**config.mk**
```make
export PLATFORM = sky130hd
export DESIGN_NAME = palindrome_serial_detector_flat
export DESIGN_NICKNAME = d
export VERILOG_FILES = /design/src/rtl/palindrome_serial_detector_if.sv /design/src/rtl/palindrome_serial_detector.sv /design/src/flat_wrapper.sv
export SDC_FILE = /design/constraint.sdc
export NUM_CORES = 1
export LEC_CHECK = 0
export BUFFER_PORTS_ARGS = -buffer_cell sky130_fd_sc_hd__buf_2
export CAP_MARGIN = 10
export CORE_MARGIN = 2
export CORE_UTILIZATION = 40
export CTS_CLUSTER_DIAMETER = 60
export CTS_CLUSTER_SIZE = 30
export DETAILED_ROUTE_END_ITERATION = 6
export HOLD_SLACK_MARGIN = 0.08
export PLACE_DENSITY_LB_ADDON = 0.1
export RECOVER_POWER = 25
export SYNTH_ARGS = -nofsm -noshare
export SYNTH_HDL_FRONTEND = slang
export SYNTH_SLANG_ARGS = --single-unit
```
**constraint.sdc**
```tcl
create_clock -name clk -period 2.1 [get_ports clk]
set_input_delay 0.315 -clock clk [delete_from_list [all_inputs] [get_ports clk]]
set_output_delay 0.315 -clock clk [all_outputs]
set_load 0.02 [all_outputs]
```
**src/rtl/palindrome_serial_detector_if.sv**
```systemverilog
`default_nettype none
// ============================================================================
// Module      : palindrome_serial_detector_if
// Description : Bundles the serial input stream and the detector result
//               outputs of palindrome_serial_detector.
// Revision    : 1.0 - initial release
// ============================================================================
interface palindrome_serial_detector_if #(
    parameter int WIDTH   = 8,
    parameter int COUNT_W = 16
);
    logic               in_valid;
    logic               in_bit;
    logic               clear;
    logic [WIDTH-1:0]   window;
    logic               full;
    logic               match;
    logic [COUNT_W-1:0] match_count;

    // Stream source side: drives bits, observes detector results
    modport master (
        output in_valid,
        output in_bit,
        output clear,
        input  window,
        input  full,
        input  match,
        input  match_count
    );

    // Detector side
    modport slave (
        input  in_valid,
        input  in_bit,
        input  clear,
        output window,
        output full,
        output match,
        output match_count
    );
endinterface
`default_nettype wire

```
**src/rtl/palindrome_serial_detector.sv**
```systemverilog
`default_nettype none
// ============================================================================
// Module      : palindrome_serial_detector
// Description : Sliding-window palindrome detector on a serial bit stream.
//               Keeps the last WIDTH accepted bits and pulses match for every
//               accepted bit after which the full window is a palindrome.
//               A saturating counter tallies matches since reset.
// Revision    : 1.0 - initial release
// ============================================================================
module palindrome_serial_detector #(
    parameter int WIDTH   = 8,
    parameter int COUNT_W = 16
) (
    input  wire                          clk,
    input  wire                          rst,
    palindrome_serial_detector_if.slave  bus
);

    localparam int                 FILL_W      = $clog2(WIDTH + 1);
    localparam logic [FILL_W-1:0]  C_FILL_MAX  = FILL_W'(WIDTH);
    localparam logic [COUNT_W-1:0] C_COUNT_MAX = '1;

    logic [WIDTH-1:0]   r_window;
    logic [FILL_W-1:0]  r_fill;
    logic               r_match;
    logic [COUNT_W-1:0] r_count;

    logic               w_accept;
    logic [WIDTH-1:0]   w_window_next;
    logic [FILL_W-1:0]  w_fill_next;
    logic               w_palin;
    logic               w_match_next;

    // clear outranks in_valid, so a bit presented together with clear is lost
    assign w_accept      = bus.in_valid & ~bus.clear;
    assign w_window_next = {r_window[WIDTH-2:0], bus.in_bit};
    assign w_fill_next   = (r_fill == C_FILL_MAX) ? r_fill : r_fill + FILL_W'(1);

    // Mirror-compare the candidate window; an odd centre bit has no partner
    always_comb begin
        w_palin = 1'b1;
        for (int i = 0; i < WIDTH / 2; i++) begin
            if (w_window_next[i] != w_window_next[WIDTH-1-i]) begin
                w_palin = 1'b0;
            end
        end
    end

    // Fill gating keeps the zeroed post-flush window from counting as data
    assign w_match_next = w_accept & (w_fill_next == C_FILL_MAX) & w_palin;

    // Window, fill, match pulse and saturating match counter
    always_ff @(posedge clk) begin
        if (rst) begin
            r_window <= '0;
            r_fill   <= '0;
            r_match  <= 1'b0;
            r_count  <= '0;
        end else if (bus.clear) begin
            r_window <= '0;
            r_fill   <= '0;
            r_match  <= 1'b0;
        end else if (w_accept) begin
            r_window <= w_window_next;
            r_fill   <= w_fill_next;
            r_match  <= w_match_next;
            if (w_match_next && (r_count != C_COUNT_MAX)) begin
                r_count <= r_count + COUNT_W'(1);
            end
        end else begin
            r_match  <= 1'b0;
        end
    end

    assign bus.window      = r_window;
    assign bus.full        = (r_fill == C_FILL_MAX);
    assign bus.match       = r_match;
    assign bus.match_count = r_count;

endmodule
`default_nettype wire

```
**src/flat_wrapper.sv**
```systemverilog
// flat-port wrapper written by rule: the top's interface ports become plain ports
module palindrome_serial_detector_flat 
#(
    parameter int WIDTH   = 8,
    parameter int COUNT_W = 16
)
  (clk, rst, bus_in_valid, bus_in_bit, bus_clear, bus_window, bus_full, bus_match, bus_match_count);
  palindrome_serial_detector_if #(.WIDTH(WIDTH), .COUNT_W(COUNT_W)) bus_i ();
  input  wire clk;
  input  wire rst;
  input wire logic [$bits(bus_i.in_valid)-1:0] bus_in_valid;
  input wire logic [$bits(bus_i.in_bit)-1:0] bus_in_bit;
  input wire logic [$bits(bus_i.clear)-1:0] bus_clear;
  output wire logic [$bits(bus_i.window)-1:0] bus_window;
  output wire logic [$bits(bus_i.full)-1:0] bus_full;
  output wire logic [$bits(bus_i.match)-1:0] bus_match;
  output wire logic [$bits(bus_i.match_count)-1:0] bus_match_count;
  assign bus_i.in_valid = bus_in_valid;
  assign bus_i.in_bit = bus_in_bit;
  assign bus_i.clear = bus_clear;
  assign bus_window = bus_i.window;
  assign bus_full = bus_i.full;
  assign bus_match = bus_i.match;
  assign bus_match_count = bus_i.match_count;
  palindrome_serial_detector #(.WIDTH(WIDTH), .COUNT_W(COUNT_W)) u_core (.clk(clk), .rst(rst), .bus(bus_i));
endmodule
```
==> results.md <==
- Pleak: 0.828 nW
- Area leader, netlist: dfxtp_1
- Avg Inst Size Synth: 9.00 um^2
- Largest net degree at the start of global routing: 23
- Top FF cell, synth: dfxtp_1
- Worst Path Max Fanout: 7
- Chip width: 65.5 um
- Setup TNS: 0 ps
- Final Skew: 7.09 ps
- Fmax achieved: 495 MHz
- ANT cells: 0
- Root buf cell: clkbuf_8
- Worst-margin pin slew: 427 ps
- Top cell type's share of synthesized area: 38.4%
- Initial DRC count: 76
- Reg area: 582 um^2
- Setup crit start kind: register
- DP HPWL: 2440 um
- Worst hold path class: input pin to register
- Fin crit period: 2020 ps
- Post-synthesis cell type count: 39
- Post-synth EDFFs: 0
- Vias in the first global route: 1203
- Sequential fraction of the synthesis area: 38.4%
- Comb pwr share: 6.5%
- Final GP Congestion: 0.761
- Cells after Synth: 168
- Worst EP arrival: 2230 ps
- Yosys reg bits: 29
- R2R setup slack: 80 ps
- Hold path cells: 3
- Switching Share: 25.1%
- Routed WL per cell: 13.4 um
- Overflow after GRT: 0
- Largest cells by area after synthesis: dfxtp_1, mux2i_1, nor2_1, o31ai_1, or4_1
- Chip height: 65.5 um
- Reg-to-reg startpoint: u_core.r_fill[0]
- DRC: 0
- Count of pins over their slew limit: 0
- Post-Syn Nets: 176
- Routed wire length: 3460 um
- Vias/cell: 5.45
- Num rows: 22
- Routed Antenna Nets: 0
- Final net count: 218
- Headroom to the max-slew limit: 71.5%
- Clock Power Share: 42.4%
- Ys Warns: 0
- # H-tree levels: 2
- Final period util: 96.2%
- Total power: 1.08 mW
- Worst Setup EP: u_core.bus.match_count[9]
- Req. time, crit path: 2310 ps
- RSZ-0062 raised after global routing: yes
- Die area: 4290 um^2
- Psw: 0.273 mW
- Synth Cell Area: 1510 um^2
- Initial antenna violation count: 0
- Worst VDD drop: 0.373 mV
- Layout area overhead: 28.6%
- R2R Path End: u_core.bus.match_count[9]
- Clock Path Buffers: 2
- First-pass GRT wire length: 5570 um
- Multi-input logic area: 933 um^2
- Clock Sinks: 29
- Reg power frac: 51.1%
- Max-cap viol count: 0
- Pint: 0.812 mW
- # setup viols final: 0
- Clock Pin Slew Worst Setup and Hold Paths: 70 ps
- Status: finished, final reports clean
- Filler cells: 354
- DR vias: 1412
- CTS tree: built
- Core area: 3630 um^2
- Num ports: 31
- GR Util All Layers: 17.2%
- Most numerous cell in the Yosys netlist: dfxtp_1
- Layout cells sized above 1: 33.2%
- Num CTS Buffers: 5
- Synth top cells by count: dfxtp_1, nor2_1, a21oi_1, mux2i_1
- Clk_lat worst skew: 290 ps
- Endpoint type of the worst setup path: register
- Hold Vio Cnt, Final: 0
- Port bufs: 30
- Total iterations of the first detailed-routing run: 4
- Hold Buf Count CTS: 0
- Starting density of the core: 41.6%
- Setup CP Type: register to register
- Pwr dens: 558 nW/um^2
- Worst Reg-to-Reg Cells: 7
- Ys async rst share: 0%
- Crit path from: u_core.r_fill[0]
## state kept, by name, summed over array words and instances, names as in the netlist
register / cells
u_core.r_fill: 4
u_core.bus.match: 1
u_core.bus.match_count: 16
u_core.bus.window: 8
## per-layer routing
metal / share of wire [%] / track usage (%)
met1: 47 / 22.1
met2: 46 / 26.4
met3: 5.0 / 5.14
met4: 1.8 / 7.81
met5: 0 / 0
## power by group through the flow
stage | Combinational (mW) | Sequential (mW) | Clock [mW]
2_1_floorplan | 0.0400 | 0.568 | 0
3_3_place_gp | 0.0597 | 0.566 | 0
3_5_place_dp | 0.0614 | 0.566 | 0
4_1_cts | 0.0616 | 0.554 | 0.467
5_1_grt | 0.0782 | 0.554 | 0.496
6_report | 0.0709 | 0.554 | 0.460
## worst min path at each step
stage | startpoint | end | slack (ps)
after detailed placement | u_core.bus.window[7] | u_core.bus.window[7] | 480
after floorplan | bus_in_bit | u_core.bus.window[0] | 460
after CTS | bus_in_bit | u_core.bus.window[0] | 300
final | bus_in_bit | u_core.bus.window[0] | 300
after global routing | bus_in_bit | u_core.bus.window[0] | 320
after global placement | u_core.bus.window[7] | u_core.bus.window[7] | 470
## cells by family (layout without fill, tap and decap cells)
family,Yosys count,after routing,share of synthesized area (%)
muxes,13,13,8.94
DFF,29,29,38.4
xor gates and xnor gates,7,7,4.06
adders and majority gates,3,3,2.48
AOI/OAI and AO/OA,28,28,12.0
buffers and inverters,14,57,4.22
and+or+nand+nor,74,74,29.9
## critical path: stages, from the launching register on
cell,delay (ps)
dfxtp_1,330
inv_1,80
ha_4,250
nor3b_4,240
nand4_4,160
buf_4,190
or4_1,520
a21oi_2,170
## cell type report
class                           instances  area share, %
Clock buffer                            5           3.54
Inverter                                4          0.773
Multi-Input combinational cell        125           48.0
Timing Repair Buffer                   45           13.7
Sequential cell                        29           29.9
Clock inverter                          3          0.901
Tap cell                               48           3.09
## timing repair
| item | in CTS | in global routing |
|---|---|---|
| pin swaps | 1 | 3 |
| buffers inserted | 0 | 2 |
| resized for setup | 0 | 12 |
| hold endpoints to repair | 0 | 0 |
| setup endpoints to repair | 1 | 13 |
## metrics by stage
stage	util (%)	std cells	setup slack, ps	area (um^2)	hold WS, ps
after floorplan	-	168	22.1	1510	463
after global placement	48.7	249	48.8	1770	471
after detailed placement	48.7	249	-17.5	1770	479
after CTS	51.1	257	7.93	1860	295
after global routing	53.5	259	-29.9	1940	317
final	53.5	259	79.0	1940	302
## placed cells by master (no fill, tap or decap), types with 2 or more instances in the layout
| master | n |
|---|---|
| xor2_1 | 6 |
| or4_1 | 7 |
| mux2i_1 | 9 |
| mux2_2 | 4 |
| inv_1 | 4 |
| o31a_1 | 2 |
| buf_2 | 30 |
| clkinv_2 | 2 |
| nor2_1 | 20 |
| nor4_1 | 2 |
| dfxtp_1 | 28 |
| nand2_1 | 7 |
| nand3_1 | 8 |
| ha_1 | 2 |
| o21ai_0 | 3 |
| a21oi_1 | 9 |
| o31ai_1 | 8 |
| nor2b_1 | 4 |
| a21oi_2 | 2 |
| nand4_1 | 7 |
| clkbuf_8 | 5 |
| and4_1 | 4 |
| nor4_4 | 3 |
| buf_4 | 14 |
No activity file was read; power rests on OpenSTA's default activity.
